==> src/rtl/tlc_pkg.sv <==
// Shared encodings for the two-approach traffic-light phase sequencer:
// FSM state codes, one-hot light patterns and queue-counter commands.
package tlc_pkg;

    localparam logic [2:0] S_RED_TO_NS = 3'd0;
    localparam logic [2:0] S_NS_GREEN  = 3'd1;
    localparam logic [2:0] S_NS_YELLOW = 3'd2;
    localparam logic [2:0] S_RED_TO_EW = 3'd3;
    localparam logic [2:0] S_EW_GREEN  = 3'd4;
    localparam logic [2:0] S_EW_YELLOW = 3'd5;

    localparam logic [2:0] L_RED = 3'b100;
    localparam logic [2:0] L_YEL = 3'b010;
    localparam logic [2:0] L_GRN = 3'b001;

    localparam logic [1:0] W_HOLD = 2'b00;
    localparam logic [1:0] W_UP   = 2'b01;
    localparam logic [1:0] W_DOWN = 2'b10;

    // Light pattern for one approach in a given state; anything not owned
    // by that approach is red, so the two approaches can never both be lit.
    function automatic logic [2:0] light_of(input logic [2:0] st, input logic is_ns);
        logic [2:0] l;
        l = L_RED;
        case (st)
            S_NS_GREEN:  l = is_ns ? L_GRN : L_RED;
            S_NS_YELLOW: l = is_ns ? L_YEL : L_RED;
            S_EW_GREEN:  l = is_ns ? L_RED : L_GRN;
            S_EW_YELLOW: l = is_ns ? L_RED : L_YEL;
            default:     l = L_RED;
        endcase
        return l;
    endfunction

endpackage

==> src/rtl/tlc_req_encoder.sv <==
// Merges an arrival pulse and a departure request for one approach into a
// single counter command; simultaneous arrival and departure cancel out.
module tlc_req_encoder
    import tlc_pkg::*;
(
    input  logic       arrive,
    input  logic       depart,
    output logic       en,
    output logic [1:0] w
);

    always_comb begin
        en = 1'b0;
        w  = W_HOLD;
        if (arrive && !depart) begin
            en = 1'b1;
            w  = W_UP;
        end else if (depart && !arrive) begin
            en = 1'b1;
            w  = W_DOWN;
        end
    end

endmodule

==> src/rtl/tlc_phase_sequencer.sv <==
// Two-approach (NS/EW) phase sequencer: times green/yellow/all-red phases from
// the queue counts and issues registered en/w commands to the queue counters.
module tlc_phase_sequencer
    import tlc_pkg::*;
#(
    parameter int MIN_GREEN  = 8,
    parameter int MAX_GREEN  = 32,
    parameter int YELLOW_CYC = 4,
    parameter int ALLRED_CYC = 2,
    parameter int DEPART_CYC = 2,
    parameter int CW         = 4
) (
    input  logic          clk,
    input  logic          rst,
    input  logic [CW-1:0] ns_count,
    input  logic [CW-1:0] ew_count,
    input  logic          ns_arrive,
    input  logic          ew_arrive,
    output logic          ns_en,
    output logic [1:0]    ns_w,
    output logic          ew_en,
    output logic [1:0]    ew_w,
    output logic [2:0]    ns_light,
    output logic [2:0]    ew_light
);

    localparam int T_LONG = (MAX_GREEN > YELLOW_CYC) ?
                            ((MAX_GREEN > ALLRED_CYC) ? MAX_GREEN : ALLRED_CYC) :
                            ((YELLOW_CYC > ALLRED_CYC) ? YELLOW_CYC : ALLRED_CYC);
    localparam int TW = (T_LONG > 2) ? $clog2(T_LONG) : 1;
    localparam int DW = (DEPART_CYC > 2) ? $clog2(DEPART_CYC) : 1;

    logic [2:0]    state_q, state_d;
    logic [TW-1:0] timer_q, timer_d;
    logic [DW-1:0] dep_q, dep_d;

    logic          in_green;
    logic [CW-1:0] own_count, opp_count;
    logic          dep_wrap, green_exit, timer_sat;
    logic          ns_depart, ew_depart;
    logic          ns_en_c, ew_en_c;
    logic [1:0]    ns_w_c, ew_w_c;

    always_comb begin
        in_green   = (state_q == S_NS_GREEN) || (state_q == S_EW_GREEN);
        own_count  = (state_q == S_NS_GREEN) ? ns_count : ew_count;
        opp_count  = (state_q == S_NS_GREEN) ? ew_count : ns_count;
        timer_sat  = (timer_q == TW'(MAX_GREEN - 1));
        dep_wrap   = in_green && (dep_q == DW'(DEPART_CYC - 1));
        // Green only yields when someone is waiting on the other approach.
        green_exit = (opp_count != '0) &&
                     (timer_sat || ((timer_q >= TW'(MIN_GREEN - 1)) && (own_count == '0)));
        ns_depart  = dep_wrap && (state_q == S_NS_GREEN) && (ns_count != '0);
        ew_depart  = dep_wrap && (state_q == S_EW_GREEN) && (ew_count != '0);
    end

    always_comb begin
        state_d = state_q;
        timer_d = timer_q + TW'(1);
        dep_d   = '0;
        case (state_q)
            S_RED_TO_NS: begin
                if (timer_q == TW'(ALLRED_CYC - 1)) begin
                    state_d = S_NS_GREEN;
                    timer_d = '0;
                end
            end
            S_NS_GREEN, S_EW_GREEN: begin
                dep_d = dep_wrap ? '0 : dep_q + DW'(1);
                if (green_exit) begin
                    state_d = (state_q == S_NS_GREEN) ? S_NS_YELLOW : S_EW_YELLOW;
                    timer_d = '0;
                    dep_d   = '0;
                end else if (timer_sat) begin
                    timer_d = timer_q;
                end
            end
            S_NS_YELLOW: begin
                if (timer_q == TW'(YELLOW_CYC - 1)) begin
                    state_d = S_RED_TO_EW;
                    timer_d = '0;
                end
            end
            S_RED_TO_EW: begin
                if (timer_q == TW'(ALLRED_CYC - 1)) begin
                    state_d = S_EW_GREEN;
                    timer_d = '0;
                end
            end
            S_EW_YELLOW: begin
                if (timer_q == TW'(YELLOW_CYC - 1)) begin
                    state_d = S_RED_TO_NS;
                    timer_d = '0;
                end
            end
            default: begin
                state_d = S_RED_TO_NS;
                timer_d = '0;
            end
        endcase
    end

    tlc_req_encoder u_ns_enc (
        .arrive (ns_arrive),
        .depart (ns_depart),
        .en     (ns_en_c),
        .w      (ns_w_c)
    );

    tlc_req_encoder u_ew_enc (
        .arrive (ew_arrive),
        .depart (ew_depart),
        .en     (ew_en_c),
        .w      (ew_w_c)
    );

    // Lights are registered from the next state so they always match state_q.
    always_ff @(posedge clk or posedge rst) begin
        if (rst) begin
            state_q  <= S_RED_TO_NS;
            timer_q  <= '0;
            dep_q    <= '0;
            ns_light <= L_RED;
            ew_light <= L_RED;
            ns_en    <= 1'b0;
            ns_w     <= W_HOLD;
            ew_en    <= 1'b0;
            ew_w     <= W_HOLD;
        end else begin
            state_q  <= state_d;
            timer_q  <= timer_d;
            dep_q    <= dep_d;
            ns_light <= light_of(state_d, 1'b1);
            ew_light <= light_of(state_d, 1'b0);
            ns_en    <= ns_en_c;
            ns_w     <= ns_w_c;
            ew_en    <= ew_en_c;
            ew_w     <= ew_w_c;
        end
    end

endmodule

==> config.mk <==
export PLATFORM = sky130hd
export DESIGN_NAME = tlc_phase_sequencer
export DESIGN_NICKNAME = d
export VERILOG_FILES = /design/src/rtl/tlc_pkg.sv /design/src/rtl/tlc_req_encoder.sv /design/src/rtl/tlc_phase_sequencer.sv
export SDC_FILE = /design/constraint.sdc
export NUM_CORES = 1
export LEC_CHECK = 0
export ABC_CLOCK_PERIOD_IN_PS = 3000
export CAP_MARGIN = 40
export CORE_ASPECT_RATIO = 1.25
export CORE_MARGIN = 1
export CORE_UTILIZATION = 28
export DETAILED_ROUTE_END_ITERATION = 8
export GPL_TIMING_DRIVEN = 1
export PLACE_DENSITY = 0.53
export SLEW_MARGIN = 15
export SYNTH_ARGS = -nofsm -noshare
export SYNTH_HDL_FRONTEND = slang
export SYNTH_HIERARCHICAL = 1
export SYNTH_SLANG_ARGS = --single-unit
==> constraint.sdc <==
create_clock -name clk -period 3 [get_ports clk]
set_clock_uncertainty 0.1 [all_clocks]
set_input_delay 0.9 -clock clk [delete_from_list [all_inputs] [get_ports clk]]
set_output_delay 0.9 -clock clk [all_outputs]
set_load 0.02 [all_outputs]
## Word-level counts from Yosys, hierarchy flattened

Index checks and enable logic that the tools add are counted.

| word-level totals | value |
|---|---|
| register bits after elaboration | 21 |
| input bits | 12 |
| word-level logic and storage cells | 77 |

| operators by class | value |
|---|---|
| $add $sub $neg | 2 |
| order comparisons | 1 |
| eq/ne operators | 13 |
| muxes and demuxes | 27 |
| reductions and logical operators | 25 |

Operators by type and width:

| cell | number |
|---|---|
| $mux 5 | 4 |
| $mux 3 | 6 |
| $pmux 3 s5 | 1 |
| $pmux 5 s3 | 1 |
| $eq 3x3->1 const B | 4 |
| $pmux 3 s2 | 2 |
| $reduce_bool 4->1 | 3 |
| $logic_and 1x1->1 | 11 |
| $eq 3x2->1 const B | 3 |
| $mux 2 | 4 |
| $mux 4 | 2 |
| $mux 1 | 7 |
| $eq 3x1->1 const B | 2 |
| $reduce_or 2->1 | 3 |
| $add 5x1->5 const B | 1 |
| $eq 5x1->1 const B | 1 |
| $eq 5x2->1 const B | 1 |
| $eq 5x5->1 const B | 1 |
| $ge 5x3->1 const B | 1 |
| $logic_not 1->1 | 4 |
| $logic_not 4->1 | 1 |
| $logic_not 3->1 | 1 |
| $ne 3x3->1 const B | 1 |
| $logic_or 1x1->1 | 2 |
| $add 1x1->1 const B | 1 |

## Depth between registers and ports, before layout

Gate-level depths: netlist (run 1).

| depth | value |
|---|---|
| depth after elaboration | 10 |
| mapped depth | 8 |
| depth with buffers taken out | 8 |

## Hierarchy

The synthesis (run 1) kept the hierarchy.

By module, submodules not included:

| module | instances | cells each | area each (µm²) |
|---|---|---|---|
| tlc_phase_sequencer | 1 | 101 | 1072.3 |
| tlc_req_encoder | 2 | 5 | 36.3 |

## Least setup slack after synthesis (run 1)

Ideal clock, no wire load.

| path | value |
|---|---|
| kind | input to register |
| from | input ns_count[0] |
| to | register timer_q[0] |
| data arrival time | 2.195 ns |
| path slack | 0.581 ns |
| stages | 5 |
| path buffers | 0 |
| cells stage by stage | or4_1 -> a32o_1 -> a22o_1 -> o21ai_1 -> o21ai_1 |

| between the ends | value |
|---|---|
| word-level cells in the longest chain between the ends | 7 |
| elaborated cells on any way between the ends | 10 |
| classes of those cells | 1 x eq/ne; 4 x mux; 5 x reduce/logical |

Ends and longest elaborated chain:

| element | RTL line | source |
|---|---|---|
| from (decl) | tlc_phase_sequencer.sv:15 | `input logic [CW-1:0] ns_count,` |
| $mux 4 | tlc_phase_sequencer.sv:46 | `own_count = (state_q == S_NS_GREEN) ? ns_count : ew_count;` |
| $logic_not 4->1 | tlc_phase_sequencer.sv:52 | `(timer_sat \|\| ((timer_q >= TW'(MIN_GREEN - 1)) && (own_count == '0)));` |
| $logic_and 1x1->1 | tlc_phase_sequencer.sv:52 |  |
| $logic_or 1x1->1 | tlc_phase_sequencer.sv:52 |  |
| $logic_and 1x1->1 * | tlc_phase_sequencer.sv:51 | `green_exit = (opp_count != '0) &&` |
| $mux 5 | tlc_phase_sequencer.sv:70 | `if (green_exit) begin` |
| $pmux 5 s3 | tlc_phase_sequencer.sv:61 | `case (state_q)` |
| to (signal assigned) | tlc_phase_sequencer.sv:131 | `timer_q <= timer_d;` |
| to (decl) | tlc_phase_sequencer.sv:34 | `logic [TW-1:0] timer_q, timer_d;` |

Mark *: on every way between the ends. The rest lies on a longest branch, timed or not.
A chain may end at the register's enable or synchronous reset.

## Worst setup path after layout (run 1)

| path | value |
|---|---|
| from | input ns_count[0] |
| to | register timer_q[4] |

Same word-level chain as after synthesis.

==> results of run 1 <==
per-layer routing:
metal | up-vias | share of wire, % | track usage, %
met5 | - | 0 | 0
met4 | 0 | 0.83 | 3.17
met3 | 2 | 2.7 | 3.17
met2 | 17 | 51 | 21.8
met1 | 412 | 46 | 14.8
li1 | 449 | - | -
worst max-delay path, stage by stage:
cell and delay [ps]:
clkdlybuf4s50_1 390, or4_1 620, a32o_1 280, a22o_1 220, o21ai_1 250, o21ai_1 100
layout make-up:
class	instances	area, um^2
Inverter	12	45.0
Multi-Input combinational cell	76	564
Clock buffer	3	41.3
Tap cell	54	67.6
Clock inverter	1	5.00
Sequential cell	21	528
Timing Repair Buffer	24	238
Fill cell	392	2360
registers in the layout, indices dropped and copies added, names as in the netlist:
| register | cells |
|---|---|
| dep_q | 1 |
| ew_en | 1 |
| ew_light | 3 |
| ew_w | 2 |
| ns_en | 1 |
| ns_light | 3 |
| ns_w | 2 |
| state_q | 3 |
| timer_q | 5 |
logic make-up (layout without fill, tap and decap cells):
family	count (synthesis)	in the layout	share of synthesized area [%]
AOI/OAI and AO/OA	24	24	16.7
and+or+nand+nor	42	42	22.4
DFF	21	21	46.1
adders and majority gates	7	7	7.65
muxes	2	2	1.75
xor gates and xnor gates	1	1	0.765
buffers and inverters	14	40	4.59
through the flow:
step / cells / worst slack [ps]
global route: 191 / 168
CTS: 191 / 309
global placement: 187 / 64.4
detailed placement: 187 / 45.8
finish: 191 / 286
floorplan: 111 / 581
how the worst max path moves through the flow:
stage / from / endpoint / slack (ps) / depth (start not counted)
2_1_floorplan: ns_count[0] / timer_q[0] / 580 / 5
3_3_place_gp: ns_count[0] / ns_light[2] / 60 / 6
3_5_place_dp: ns_count[0] / timer_q[4] / 50 / 6
4_1_cts: ns_count[0] / timer_q[4] / 310 / 6
5_1_grt: ns_count[0] / timer_q[0] / 170 / 6
6_report: ns_count[0] / timer_q[4] / 290 / 6
layout by cell type, fill, tap and decap left out, types with 2 or more instances in the layout:
cell type	Yosys	final
clkdlybuf4s50_1	0	23
dfrtp_1	19	19
inv_1	12	12
nand2_1	12	12
ha_1	7	7
o21ai_1	5	5
nor2_1	4	4
nor2b_1	4	4
and3_1	3	3
a31oi_1	3	3
clkbuf_8	0	3
or4_1	2	2
nor3b_2	2	2
mux2i_1	2	2
nand3_1	2	2
a32o_1	2	2
nor3_1	2	2
o211a_1	2	2
and2_2	2	2
o221ai_1	2	2
dfstp_2	2	2
power groups by stage:
stage                     Clock (mW)  Combinational [mW]  Sequential [mW]
after floorplan                    0               0.348            0.446
after global placement             0               0.502            0.435
after detailed placement           0               0.511            0.434
after CTS                      0.196               0.516            0.430
after global routing           0.202               0.569            0.441
final                          0.185               0.514            0.430
==> reports/qor.txt, run 1 <==
fin util: 38.7%
CTS Sinks: 21
WL/cell: 12.5 um
Core Area: 3850 um^2
number of synthesized flops with an enable pin: 0
CP required: 3050 ps
top-count cell post-synth: dfrtp_1
clock latency on the worst-skew pair: 260 ps
worst hold stages: 1
Comb pwr share: 45.5%
Clk pin slew, worst setup/hold paths: 80 ps
Mean Syn Cell Area: 10.3 um^2
RSZ-0062 raised after global routing: false
Synth top area share: 41.5%
DRC errors left: 0
FF-to-FF setup slack: 740 ps
final setup violating endpoints: 0
worst-path fanout max: 5
Post-synth ARST share: 100%
crit path time final: 2710 ps
clock share of power: 16.4%
placed inst area: 1440 um^2
CTS Buffer Depth: 2
CTS buffer count: 3
Slew Viols, Final: 0
R2R Path Start: timer_q[0]
cell-internal power: 0.690 mW
WP data arrival: 2760 ps
DR vias: 880
element type at the critical path end: flop
Routed Wire Length: 2400 um
Top FF cell, synth: dfrtp_1
DRT antenna net count: 0
Routability Congestion: 0.776
First-pass DRT Iterations: 4
Tot Pwr: 1.13 mW
period utilization: 90.5%
vias in the first global route: 904
reg2reg end: ns_light[2]
die area: 4350 um^2
Worst VDD drop: 0.372 mV
Synth area leader: dfrtp_1
Slew @ Worst Pin: 537 ps
Switching Fraction: 38.9%
pwr dens: 758 nW/um^2
final instance area: 1490 um^2
first-pass GRT wire length: 4070 um
die width: 59.2 um
DRT iter0 DRCs: 18
Slew headroom: 64.1%
layout overhead on the synthesized area: 30.1%
Ports: 24
FMAX: 0.368 GHz
Startpoint Class: input pin
postcts setup bufs: 0
hold slack: 374 ps
initial antenna violation count: 0
max-cap violation count: 0
CTS tree: done
ant diodes: 0
Yosys reg bits: 21
Root Driver: clkbuf_8
starting density of the core: 29.8%
WHS Endpoint: dep_q
Total GRT Usage: 12.4%
leakage: 0.686 nW
list of most frequent post-synthesis cells: 19 x dfrtp_1, 12 x inv_1, 12 x nand2_1, 7 x ha_1, 5 x o21ai_1
yosys warns: 6
switching power: 0.439 mW
cells on worst reg2reg path: 6
TNS Setup: 0 ps
endpoints failing hold: 0
PortBufs: 23
Unique masters post-synth: 40
H-tree Lvls: 1
HPWL after DPL: 1810 um
Setup CP Type: in2reg
post-CTS sizing: 0
# rows: 25
Layout Nets: 157
Reg power frac: 38.1%
Mapped Area: 1140 um^2
post-synthesis sequential area ratio: 46.1%
Worst Hold Class: reg2reg
layout cells sized above 1: 11.7%
synthesized instance count: 111
status: finished, final reports clean
largest net degree at the start of global routing: 22
GRT Residual Overflow: 0
worst hold start: dep_q
Die Y: 73.5 um
top post-synthesis cells by area: dfrtp_1 42%, ha_1 7.7%, dfstp_2 4.6%
syn_nets: 130
Hold Buf Count CTS: 0
drt via density: 4.61
Power figures use the tool's default switching activity.
==> run 2, diff against run 1 <==
- CTS_CLUSTER_SIZE: not set -> 12
- PLACE_DENSITY: 0.53 -> not set
- PLACE_DENSITY_LB_ADDON: not set -> 0.08
==> reports/qor.txt, run 2 (same netlist as run 1, synthesis figures left out) <==
crit path time final: 2710 ps (about the same)
Total GRT Usage: 12.4% (about the same)
H-tree Lvls: 1 (unchanged)
DR vias: 897 (was 880)
DRC errors left: 0 (unchanged)
starting density of the core: 29.8% (unchanged)
Ports: 24 (unchanged)
Startpoint Class: input pin (unchanged)
Root Driver: clkbuf_8 (unchanged)
Slew @ Worst Pin: 516 ps (was 537 ps)
Hold Buf Count CTS: 0 (unchanged)
GRT Residual Overflow: 0 (unchanged)
drt via density: 4.70 (was 4.61)
crit path from: ns_count[0] (unchanged)
die width: 59.2 um (unchanged)
Worst VDD drop: 0.441 mV (was 0.372 mV)
Die Y: 73.5 um (unchanged)
vias in the first global route: 909 (was 904)
final setup violating endpoints: 0 (unchanged)
most frequent cells in the layout: 23 x clkdlybuf4s50_1, 19 x dfrtp_1, 12 x inv_1, 12 x nand2_1, 7 x ha_1 (unchanged)
largest reg by FF count: timer_q (unchanged)
cells on worst reg2reg path: 6 (unchanged)
# rows: 25 (unchanged)
element type at the critical path end: flop (unchanged)
die area: 4350 um^2 (unchanged)
Core Area: 3850 um^2 (unchanged)
largest stage delay on the critical path: 620 ps (about the same)
slowest CP cell: or4_1 (unchanged)
Worst setup endpoint: timer_q[1] (was timer_q[4])
CP required: 3040 ps (was 3050 ps)
DRT iter0 DRCs: 19 (was 18)
post-CTS sizing: 0 (unchanged)
Post-Place Cells: 187 (unchanged)
Reg power frac: 38.4% (was 38.1%)
CTS Buffer Depth: 2 (unchanged)
placed inst area: 1440 um^2 (unchanged)
HPWL after DPL: 1840 um (was 1810 um)
Worst Hold Class: reg2reg (unchanged)
DRT antenna net count: 0 (unchanged)
postcts setup bufs: 0 (unchanged)
clock share of power: 16.2% (was 16.4%)
Slew Viols, Final: 0 (unchanged)
worst-path fanout max: 5 (unchanged)
First-pass DRT Iterations: 4 (unchanged)
PortBufs: 23 (unchanged)
FMAX: 0.369 GHz (was 0.368 GHz)
initial antenna violation count: 0 (unchanged)
Fillers: 398 (was 392)
endpoints failing hold: 0 (unchanged)
crit path cell chain: clkdlybuf4s50_1, or4_1, a32o_1, a22o_1, o21ai_1, o21ai_1 (unchanged)
WL/cell: 12.4 um (was 12.5 um)
Slew headroom: 65.5% (was 64.1%)
most common cell after layout, fill and taps aside: clkdlybuf4s50_1 (unchanged)
switching power: 0.431 mW (was 0.439 mW)
ant diodes: 0 (unchanged)
status: finished, final reports clean (unchanged)
Comb pwr share: 45.4% (was 45.5%)
TNS Setup: 0 ps (unchanged)
final instance area: 1490 um^2 (about the same)
WP data arrival: 2750 ps (was 2760 ps)
layout overhead on the synthesized area: 29.9% (was 30.1%)
Routability Congestion: 0.799 (was 0.776)
leakage: 0.684 nW (was 0.686 nW)
CTS Sinks: 21 (unchanged)
multi-input logic area: 564 um^2 (unchanged)
period utilization: 90.4% (was 90.5%)
max reg flops: 5 (unchanged)
CTS buffer count: 3 (unchanged)
FF-to-FF setup slack: 730 ps (was 740 ps)
Layout Nets: 157 (unchanged)
RSZ-0062 raised after global routing: false (unchanged)
hold slack: 354 ps (was 374 ps)
max-cap violation count: 0 (unchanged)
Switching Fraction: 38.4% (was 38.9%)
layout cells sized above 1: 10.9% (was 11.7%)
reg2reg end: ns_light[2] (unchanged)
largest net degree at the start of global routing: 22 (unchanged)
first-pass GRT wire length: 4100 um (was 4070 um)
sequential cell area: 528 um^2 (unchanged)
Setup CP Type: in2reg (unchanged)
fin util: 38.7% (about the same)
CTS tree: done (unchanged)
Clk pin slew, worst setup/hold paths: 70 ps (was 80 ps)
R2R Path Start: timer_q[0] (unchanged)
cell-internal power: 0.691 mW (was 0.690 mW)
pwr dens: 754 nW/um^2 (was 758 nW/um^2)
clock latency on the worst-skew pair: 260 ps (about the same)
most used cell, CP: o21ai_1 (unchanged)
post-route insts no fill: 191 (unchanged)
Routed Wire Length: 2360 um (was 2400 um)
## run 2: worst min path at each step
stage                     start  endpoint  slack [ps]  depth (start not counted)
after floorplan           dep_q     dep_q         320                          1
after global placement    dep_q     dep_q         350                          1
after detailed placement  dep_q     dep_q         340                          1
after CTS                 dep_q     dep_q         350                          1
after global routing      dep_q     dep_q         380                          1
final                     dep_q     dep_q         350                          1
## run 2: metal layers
| metal | wire (um) | GRT usage (%) | part of all wire (%) |
|---|---|---|---|
| met1 | 983 | 14.7 | 42 |
| met2 | 1260 | 21.7 | 53 |
| met3 | 92 | 2.46 | 3.9 |
| met4 | 31 | 4.23 | 1.3 |
| met5 | 0 | 0 | 0 |
## run 2: cell type report
cell class	instances	share of cell area, %
timing repair buffer	24	16.0
inverter	12	3.03
sequential	21	35.5
clock buffer	4	3.03
multi-input combinational	76	37.9
tap	54	4.54
## run 2: power groups by stage
stage,registers [mW],clock network (mW),logic [mW]
after floorplan,0.446,0,0.348
after global placement,0.436,0,0.509
after detailed placement,0.436,0,0.514
after CTS,0.431,0.189,0.516
after global routing,0.445,0.202,0.567
final,0.431,0.182,0.510
## run 2: worst max-delay path, delay by kind of cell
kind                   cells  cell delay, ps
AO/OA/AOI/OAI              4             840
AND/OR/NAND/NOR            1             620
buffers and inverters      1             390
## run 2: metrics by stage
stage          setup slack, ps  power (mW)
2_1_floorplan              581       0.793
3_3_place_gp              49.4       0.945
3_5_place_dp              38.9       0.950
4_1_cts                    311        1.14
5_1_grt                    227        1.21
6_report                   288        1.12
